`src/rtl/cmplx_mixer_pkg.sv`:
```
// -----------------------------------------------------------------------------
// cmplx_mixer_pkg
//   Shared helpers for the complex mixer: effective scaling shift, internal
//   full-precision widths, pipeline latency and the lane add/subtract select.
// -----------------------------------------------------------------------------
package cmplx_mixer_pkg;

  // Second product is either added to or subtracted from the first.
  typedef enum logic {
    LANE_ADD = 1'b0,
    LANE_SUB = 1'b1
  } lane_op_t;

  // Number of LSBs dropped from the full-precision sum. Zero asks for the
  // natural choice: remove the DDS fraction bits.
  function automatic int eff_shift(input int mul_w, input int dds_w);
    return (mul_w == 0) ? dds_w - 1 : mul_w;
  endfunction

  // Width of one signed product.
  function automatic int prod_width(input int idat_w, input int dds_w);
    return idat_w + dds_w;
  endfunction

  // One guard bit above the product so the two-term sum can never overflow,
  // even for min*min +/- min*min.
  function automatic int sum_width(input int idat_w, input int dds_w);
    return idat_w + dds_w + 1;
  endfunction

  // Input reg, product reg, [extra product reg,] sum reg, output reg.
  function automatic int mixer_latency(input int use_dsp_add);
    return (use_dsp_add != 0) ? 4 : 5;
  endfunction

endpackage

```
`src/rtl/cmplx_mixer_mac.sv`:
```
// -----------------------------------------------------------------------------
// cmplx_mixer_mac
//   One lane of the complex multiplier: dat = scale(a0*b0 +/- a1*b1).
//   Stages: input reg -> product reg -> [extra product reg] -> sum reg ->
//   scaled output reg. Scaling is an arithmetic right shift by pSH with
//   optional round half-up; the final narrowing wraps, or saturates when
//   CMPLX_MIXER_SAT_EN is defined.
//
// Ports:
//   clk     - clock
//   reset   - synchronous active-high reset, clears every register
//   clkena  - clock enable; all registers hold when low
//   a0, b0  - first product operands (data, DDS)
//   a1, b1  - second product operands (data, DDS)
//   dat     - registered scaled result
// -----------------------------------------------------------------------------
module cmplx_mixer_mac
  import cmplx_mixer_pkg::*;
#(
  parameter int       pIDAT_W      = 16,
  parameter int       pDDS_W       = 16,
  parameter int       pODAT_W      = 16,
  parameter int       pSH          = 15,
  parameter int       pUSE_ROUND   = 0,
  parameter int       pUSE_DSP_ADD = 1,
  parameter lane_op_t pOP          = LANE_ADD
) (
  input  logic                       clk,
  input  logic                       reset,
  input  logic                       clkena,
  input  logic signed [pIDAT_W-1:0]  a0,
  input  logic signed [pDDS_W-1:0]   b0,
  input  logic signed [pIDAT_W-1:0]  a1,
  input  logic signed [pDDS_W-1:0]   b1,
  output logic signed [pODAT_W-1:0]  dat
);

  localparam int PW = prod_width(pIDAT_W, pDDS_W);
  localparam int SW = sum_width(pIDAT_W, pDDS_W);
  // Scaling width: wide enough for the sum and for one bit above the output,
  // so the saturation compare always sees the true sign.
  localparam int XW = (SW > pODAT_W + 1) ? SW : pODAT_W + 1;

  localparam logic signed [XW-1:0] RND =
    (pUSE_ROUND != 0 && pSH > 0) ?
      ({{(XW-1){1'b0}}, 1'b1} << ((pSH > 0) ? pSH - 1 : 0)) : '0;

  localparam logic signed [XW-1:0] OMAX = {{(XW-pODAT_W+1){1'b0}}, {(pODAT_W-1){1'b1}}};
  localparam logic signed [XW-1:0] OMIN = {{(XW-pODAT_W+1){1'b1}}, {(pODAT_W-1){1'b0}}};

  logic signed [pIDAT_W-1:0] a0_r, a1_r;
  logic signed [pDDS_W-1:0]  b0_r, b1_r;
  logic signed [PW-1:0]      p0_r, p1_r;
  logic signed [PW-1:0]      p0_d, p1_d;
  logic signed [SW-1:0]      sum_r;
  logic signed [XW-1:0]      sum_x, rounded, scaled;
  logic signed [pODAT_W-1:0] dat_nxt;

  // NOTE: data registers are reset too (not just the valid chain) so the
  // outputs are deterministic zeros after reset rather than stale samples.
  always_ff @(posedge clk) begin
    if (reset) begin
      a0_r  <= '0;
      b0_r  <= '0;
      a1_r  <= '0;
      b1_r  <= '0;
      p0_r  <= '0;
      p1_r  <= '0;
      sum_r <= '0;
      dat   <= '0;
    end else if (clkena) begin
      a0_r  <= a0;
      b0_r  <= b0;
      a1_r  <= a1;
      b1_r  <= b1;
      // NOTE: both operands are signed, so they are sign-extended to the
      // full product width before multiplying; min*min stays exact.
      p0_r  <= a0_r * b0_r;
      p1_r  <= a1_r * b1_r;
      sum_r <= (pOP == LANE_SUB) ? (p0_d - p1_d) : (p0_d + p1_d);
      dat   <= dat_nxt;
    end
  end

  generate
    if (pUSE_DSP_ADD != 0) begin : g_dsp_add
      // Post-adder sits directly behind the product register.
      assign p0_d = p0_r;
      assign p1_d = p1_r;
    end else begin : g_fabric_add
      // Separate adder: one more register to close timing in fabric.
      logic signed [PW-1:0] p0_q, p1_q;
      always_ff @(posedge clk) begin
        if (reset) begin
          p0_q <= '0;
          p1_q <= '0;
        end else if (clkena) begin
          p0_q <= p0_r;
          p1_q <= p1_r;
        end
      end
      assign p0_d = p0_q;
      assign p1_d = p1_q;
    end
  endgenerate

  // NOTE: every variable gets a value on every path through this block, so
  // no latch is inferred.
  always_comb begin
    sum_x   = XW'(sum_r);
    rounded = sum_x + RND;
    scaled  = rounded >>> pSH;
    dat_nxt = pODAT_W'(scaled);
`ifdef CMPLX_MIXER_SAT_EN
    if (scaled > OMAX) begin
      dat_nxt = pODAT_W'(OMAX);
    end else if (scaled < OMIN) begin
      dat_nxt = pODAT_W'(OMIN);
    end
`endif
  end

endmodule

```
`src/rtl/cmplx_mixer.sv`:
```
// -----------------------------------------------------------------------------
// cmplx_mixer
//   Pipelined complex mixer: out = data * (cos + j*sin), or with pCONJ=1
//   out = data * (cos - j*sin). Result scaled by the effective shift
//   (pMUL_W, or pDDS_W-1 when pMUL_W=0), optionally rounded half-up.
//   Latency 4 enabled cycles (pUSE_DSP_ADD=1) or 5 (pUSE_DSP_ADD=0).
//
// Build option:
//   CMPLX_MIXER_SAT_EN - saturate the final narrowing instead of wrapping.
//
// Ports:
//   iclk     - clock
//   ireset   - synchronous active-high reset (priority over iclkena)
//   iclkena  - clock enable; whole pipeline holds when low
//   ival     - input sample valid
//   idat_re  - input real part        idat_im - input imaginary part
//   icos     - DDS cosine             isin    - DDS sine
//   oval     - output valid (ival delayed by the latency)
//   odat_re  - output real part       odat_im - output imaginary part
// -----------------------------------------------------------------------------
module cmplx_mixer
  import cmplx_mixer_pkg::*;
#(
  parameter int pIDAT_W      = 16,
  parameter int pDDS_W       = 16,
  parameter int pODAT_W      = 16,
  parameter int pMUL_W       = 0,
  parameter int pCONJ        = 0,
  parameter int pUSE_DSP_ADD = 1,
  parameter int pUSE_ROUND   = 0
) (
  input  logic                      iclk,
  input  logic                      ireset,
  input  logic                      iclkena,
  input  logic                      ival,
  input  logic signed [pIDAT_W-1:0] idat_re,
  input  logic signed [pIDAT_W-1:0] idat_im,
  input  logic signed [pDDS_W-1:0]  icos,
  input  logic signed [pDDS_W-1:0]  isin,
  output logic                      oval,
  output logic signed [pODAT_W-1:0] odat_re,
  output logic signed [pODAT_W-1:0] odat_im
);

  localparam int       SH     = eff_shift(pMUL_W, pDDS_W);
  localparam int       LAT    = mixer_latency(pUSE_DSP_ADD);
  localparam lane_op_t RE_OP  = (pCONJ != 0) ? LANE_ADD : LANE_SUB;
  localparam lane_op_t IM_OP  = (pCONJ != 0) ? LANE_SUB : LANE_ADD;

  // Imaginary lane operands:
  //   plain: dr*s + di*c     conjugate: di*c - dr*s
  logic signed [pIDAT_W-1:0] im_a0, im_a1;
  logic signed [pDDS_W-1:0]  im_b0, im_b1;

  assign im_a0 = (pCONJ != 0) ? idat_im : idat_re;
  assign im_b0 = (pCONJ != 0) ? icos    : isin;
  assign im_a1 = (pCONJ != 0) ? idat_re : idat_im;
  assign im_b1 = (pCONJ != 0) ? isin    : icos;

  cmplx_mixer_mac #(
    .pIDAT_W      (pIDAT_W),
    .pDDS_W       (pDDS_W),
    .pODAT_W      (pODAT_W),
    .pSH          (SH),
    .pUSE_ROUND   (pUSE_ROUND),
    .pUSE_DSP_ADD (pUSE_DSP_ADD),
    .pOP          (RE_OP)
  ) u_re (
    .clk    (iclk),
    .reset  (ireset),
    .clkena (iclkena),
    .a0     (idat_re),
    .b0     (icos),
    .a1     (idat_im),
    .b1     (isin),
    .dat    (odat_re)
  );

  cmplx_mixer_mac #(
    .pIDAT_W      (pIDAT_W),
    .pDDS_W       (pDDS_W),
    .pODAT_W      (pODAT_W),
    .pSH          (SH),
    .pUSE_ROUND   (pUSE_ROUND),
    .pUSE_DSP_ADD (pUSE_DSP_ADD),
    .pOP          (IM_OP)
  ) u_im (
    .clk    (iclk),
    .reset  (ireset),
    .clkena (iclkena),
    .a0     (im_a0),
    .b0     (im_b0),
    .a1     (im_a1),
    .b1     (im_b1),
    .dat    (odat_im)
  );

  // Valid travels alongside the data with the same enable and reset.
  logic [LAT-1:0] val_sr;

  always_ff @(posedge iclk) begin
    if (ireset) begin
      val_sr <= '0;
    end else if (iclkena) begin
      val_sr <= {val_sr[LAT-2:0], ival};
    end
  end

  assign oval = val_sr[LAT-1];

endmodule

```
`config.mk`:
```
export PLATFORM = sky130hd
export DESIGN_NAME = cmplx_mixer
export DESIGN_NICKNAME = d
export VERILOG_FILES = /design/src/rtl/cmplx_mixer_pkg.sv /design/src/rtl/cmplx_mixer_mac.sv /design/src/rtl/cmplx_mixer.sv
export SDC_FILE = /design/constraint.sdc
export NUM_CORES = 2
export LEC_CHECK = 0
export ABC_AREA = 1
export CAP_MARGIN = 10
export CORE_UTILIZATION = 50
export CTS_CLUSTER_DIAMETER = 40
export DETAILED_ROUTE_END_ITERATION = 7
export PLACE_DENSITY = 0.66
export SYNTH_ARGS = -nofsm -noshare
export SYNTH_HDL_FRONTEND = slang
export SYNTH_SLANG_ARGS = --single-unit
```
`constraint.sdc`:
```
create_clock -name iclk -period 7.85 [get_ports iclk]
set_input_delay 1.57 -clock iclk [delete_from_list [all_inputs] [get_ports iclk]]
set_output_delay 1.57 -clock iclk [all_outputs]
set_load 0.01 [all_outputs]
```
==> impl_metrics.py <==
metrics = {
    "outcome": {
        "status": "completed",
    },
    "routing": {
        "drc": 0,
        "final_antenna_net_count": 0,
        "drtPass1Iterations": 6,
        "drt_wl_total_mm": 162.6,
        "vias": 45980,
        "drtIter0Drc": 3314,
        "wl_per_cell_um": 18.28,
        "viasPerCell": 5.169,
    },
    "hold_path": {
        "hold_path.class": "reg2reg",
        "hold_start": "u_re.sum_r[24]",
    },
    "global_route": {
        "track_usage_pct": 30.39,
        "grt_pass1_vias": 47930,
        "grt-ovfl-total": 0,
        "grt_first_pass_wirelength_mm": 262.5,
        "antenna_found_initial": 1,
        "grt_max_degree": 110,
    },
    "setup_path": {
        "required_ns": 8.40,
        "worst-path-max-fanout": 21,
        "startpoint_type": "flop",
        "end_kind": "flop",
        "path_class": "reg2reg",
        "cp_slowest_cell": "dfxtp_1",
        "cpLargestDelayFamily": "adder cells",
        "crit_chain": "nand2_1 -> inv_1 -> fa_1 -> inv_1 -> fa_1 -> inv_1 -> fa_1 -> fa_1 -> inv_1 -> fa_1 -> inv_1 -> fa_1 -> ha_1 -> nand2_1 -> nor2_1 -> nand2_1 -> nor4_1 -> nand2_1 -> nand3_1 -> nand3_1 -> nand2_1 -> inv_1",
        "cp_num_buf_inv": 6,
        "cpPeakStageDelay_ns": 1.06,
        "cp.arrival_ns": 7.26,
        "startpoint": "u_re.a0_r[15]",
        "reg2reg_from": "u_re.a0_r[15]",
    },
    "placement": {
        "hpwl_mm": 131.5,
        "dp_slack_ns": 1.165,
        "numPortBuffers": 100,
        "placed_area_um2": 56770,
        "gp_congestion": 0.9697,
    },
    "floorplanning": {
        "start_util_pct": 50.70,
        "dieWidth_um": 332.2,
        "die_h_um": 332.2,
        "io_pins": 101,
        "dieArea_um2": 110300,
        "core_um2": 107500,
        "rows": 120,
    },
    "clock_tree": {
        "cts_setup_buffers": 0,
        "clock_latency_ns": 0.65,
        "cts_tree": "yes",
        "holdBufCountCts": 0,
        "cts_resized": 0,
        "cts_sinks": 256,
        "cts_inserted_buffers": 66,
        "clkSlewWorstSetupHoldPaths_ns": 0.05,
        "cts-root-buf": "clkbuf_16",
        "cts_max_level": 3,
        "cts.path.max_buffers": 3,
    },
    "finish": {
        "fin_nets": 8908,
        "multiInputGateArea_um2": 40260,
        "fin_util_pct": 55.00,
        "seq_area_um2": 5136,
        "design_area_um2": 59130,
        "fillers": 10390,
        "synthToLayoutAreaGrowth_pct": 8.480,
        "drive_gt1_share_pct": 3.685,
    },
    "power": {
        "cellLeakagePower_nw": 34.72,
        "ir_worst_vdd_uv": 211.8,
        "power.total_mw": 13.60,
        "power-per-cell-area_nw_per_um2": 230.1,
    },
    "yosys": {
        "yosysWarningCount": 0,
        "netlist_area_um2": 54500,
        "ys_seq_elements": 256,
        "synth.avg_cell_area_um2": 7.264,
        "ys_types": 48,
        "seq_area_frac_synth_pct": 9.403,
        "syn_nets": 8973,
        "syn_inst": 7503,
    },
    "sta": {
        "fmax_mhz": 148.8,
        "period_needed_ns": 6.719,
        "fin_skew_ns": 0.03456,
        "max_slew_margin_pct": 15.93,
        "worst_pin_slew_ns": 1.259,
        "finalSetupTns_ns": 0,
        "rsz0062_at_grt": "no",
        "setup_ws_ns": 1.131,
        "hold_viol_final": 0,
        "drv_slew": 0,
        "period_share_pct": 85.59,
        "setup_viol": 0,
    },
    "job": {
        "max-cap-violations": 0,
    },
}
==> worst paths after layout <==
path | cells past startpoint | slack [ns] | endpoint
max reg2reg | 22 | 1.13 | u_im.p0_d[29]
min | 2 | 0.46 | u_re.dat[9]
max | 22 | 1.13 | u_im.p0_d[29]
min reg2reg | 2 | 0.46 | u_re.dat[9]
==> cells by family (layout without fill, tap and decap cells) <==
kind of cell | Yosys count | in the layout | synth area share, %
AOI/OAI and AO/OA | 684 | 684 | 6.733
adders and majority gates | 1402 | 1402 | 46.29
other | 0 | 3 | 0
DFF | 256 | 256 | 9.403
xor gates and xnor gates | 77 | 77 | 1.237
buffers and inverters | 2416 | 2403 | 16.73
and+or+nand+nor | 2668 | 2668 | 19.60
==> cells in the final DEF (no fill, tap or decap), types with 15 or more instances in the layout <==
master	count
inv_1	2079
nand2_1	1715
fa_1	1024
nor2_1	574
ha_1	378
a21oi_1	289
o21ai_0	263
dfxtp_1	247
nand3_1	236
clkdlybuf4s50_1	98
buf_4	85
clkbuf_16	67
xor2_1	63
o21ai_1	40
nor3_1	38
nand4_1	37
o21bai_1	23
a21o_1	20
nand2_2	15
==> cell type report <==
cell class / count / share of cell area, %
tap: 1403 / 2.969
clock buffer: 86 / 3.109
antenna: 3 / 0.01270
inverter: 2093 / 13.30
clock inverter: 34 / 0.8655
sequential: 256 / 8.687
timing repair buffer: 190 / 2.967
multi-input combinational: 4831 / 68.09
==> cell usage after synthesis, drive strengths merged <==
cell	n	area, um^2
inv	2092	7853
nand2	1730	6531
fa	1024	20500
nor2	583	2216
ha	378	4730
o21ai	306	1543
a21oi	295	1499
clkbuf	274	1028
dfxtp	256	5125
nand3	240	1221
xor2	63	551.8
buf	49	235.2
nor3	44	250.2
nand4	37	231.5
o21bai	23	172.7
a21o	20	150.1
xnor2	14	122.6
nand3b	13	97.59
o211ai	12	90.09
o21a	11	82.58
or2	9	56.31
a21boi	7	56.31
nor4	5	31.28
a31oi	4	25.02
a31o	3	26.28
and2	3	18.77
and3	2	12.51
o221ai	2	17.52
a211oi	1	7.510
clkinv	1	3.750
nand2b	1	6.260
nor3b	1	12.51
==> layer usage <==
metal	wire [um]	track usage, %	vias up
li1	-	-	21610
met1	68910	39.84	22460
met2	74840	49.84	1608
met3	10710	4.204	308
met4	8178	14.01	0
met5	0	0	-
==> state kept, by name, indices dropped and copies added, names as in the netlist <==
name and count:
u_im.p1_d 31, u_re.p1_d 31, u_re.b1_r 16, u_re.p0_d 31
u_re.b0_r 16, u_im.p0_d 31, u_re.a0_r 16, val_sr 4
u_re.dat 16, u_re.a1_r 16, u_im.dat 16, u_im.sum_r 16
u_re.sum_r 16
==> worst register-to-register path, cell delays in order (launching register included) <==
cell and delay (ns):
dfxtp_1 1.06, nand2_1 0.28, inv_1 0.20, fa_1 0.55
inv_1 0.14, fa_1 0.44, inv_1 0.37, fa_1 0.53
fa_1 0.55, inv_1 0.05, fa_1 0.52, inv_1 0.06
fa_1 0.44, ha_1 0.40, nand2_1 0.11, nor2_1 0.15
nand2_1 0.11, nor4_1 0.17, nand2_1 0.15, nand3_1 0.11
nand3_1 0.12, nand2_1 0.11, inv_1 0.04
==> where the power goes <==
| part | internal (mW) | switching (mW) | leakage, nW |
|---|---|---|---|
| combinational | 3.04 | 5.77 | 31.5 |
| clock | 1.93 | 0.967 | 1.13 |
| sequential | 1.57 | 0.324 | 2.13 |
| total | 6.54 | 7.06 | 34.7 |
==> per-stage QoR <==
step           hold WS [ns]  instances
2_1_floorplan        0.4339       7503
3_3_place_gp         0.4481       8773
3_5_place_dp         0.4540       8773
4_1_cts              0.4611       8893
5_1_grt              0.4860       8893
6_report             0.4582       8896
(Power assumes the default switching activity.)
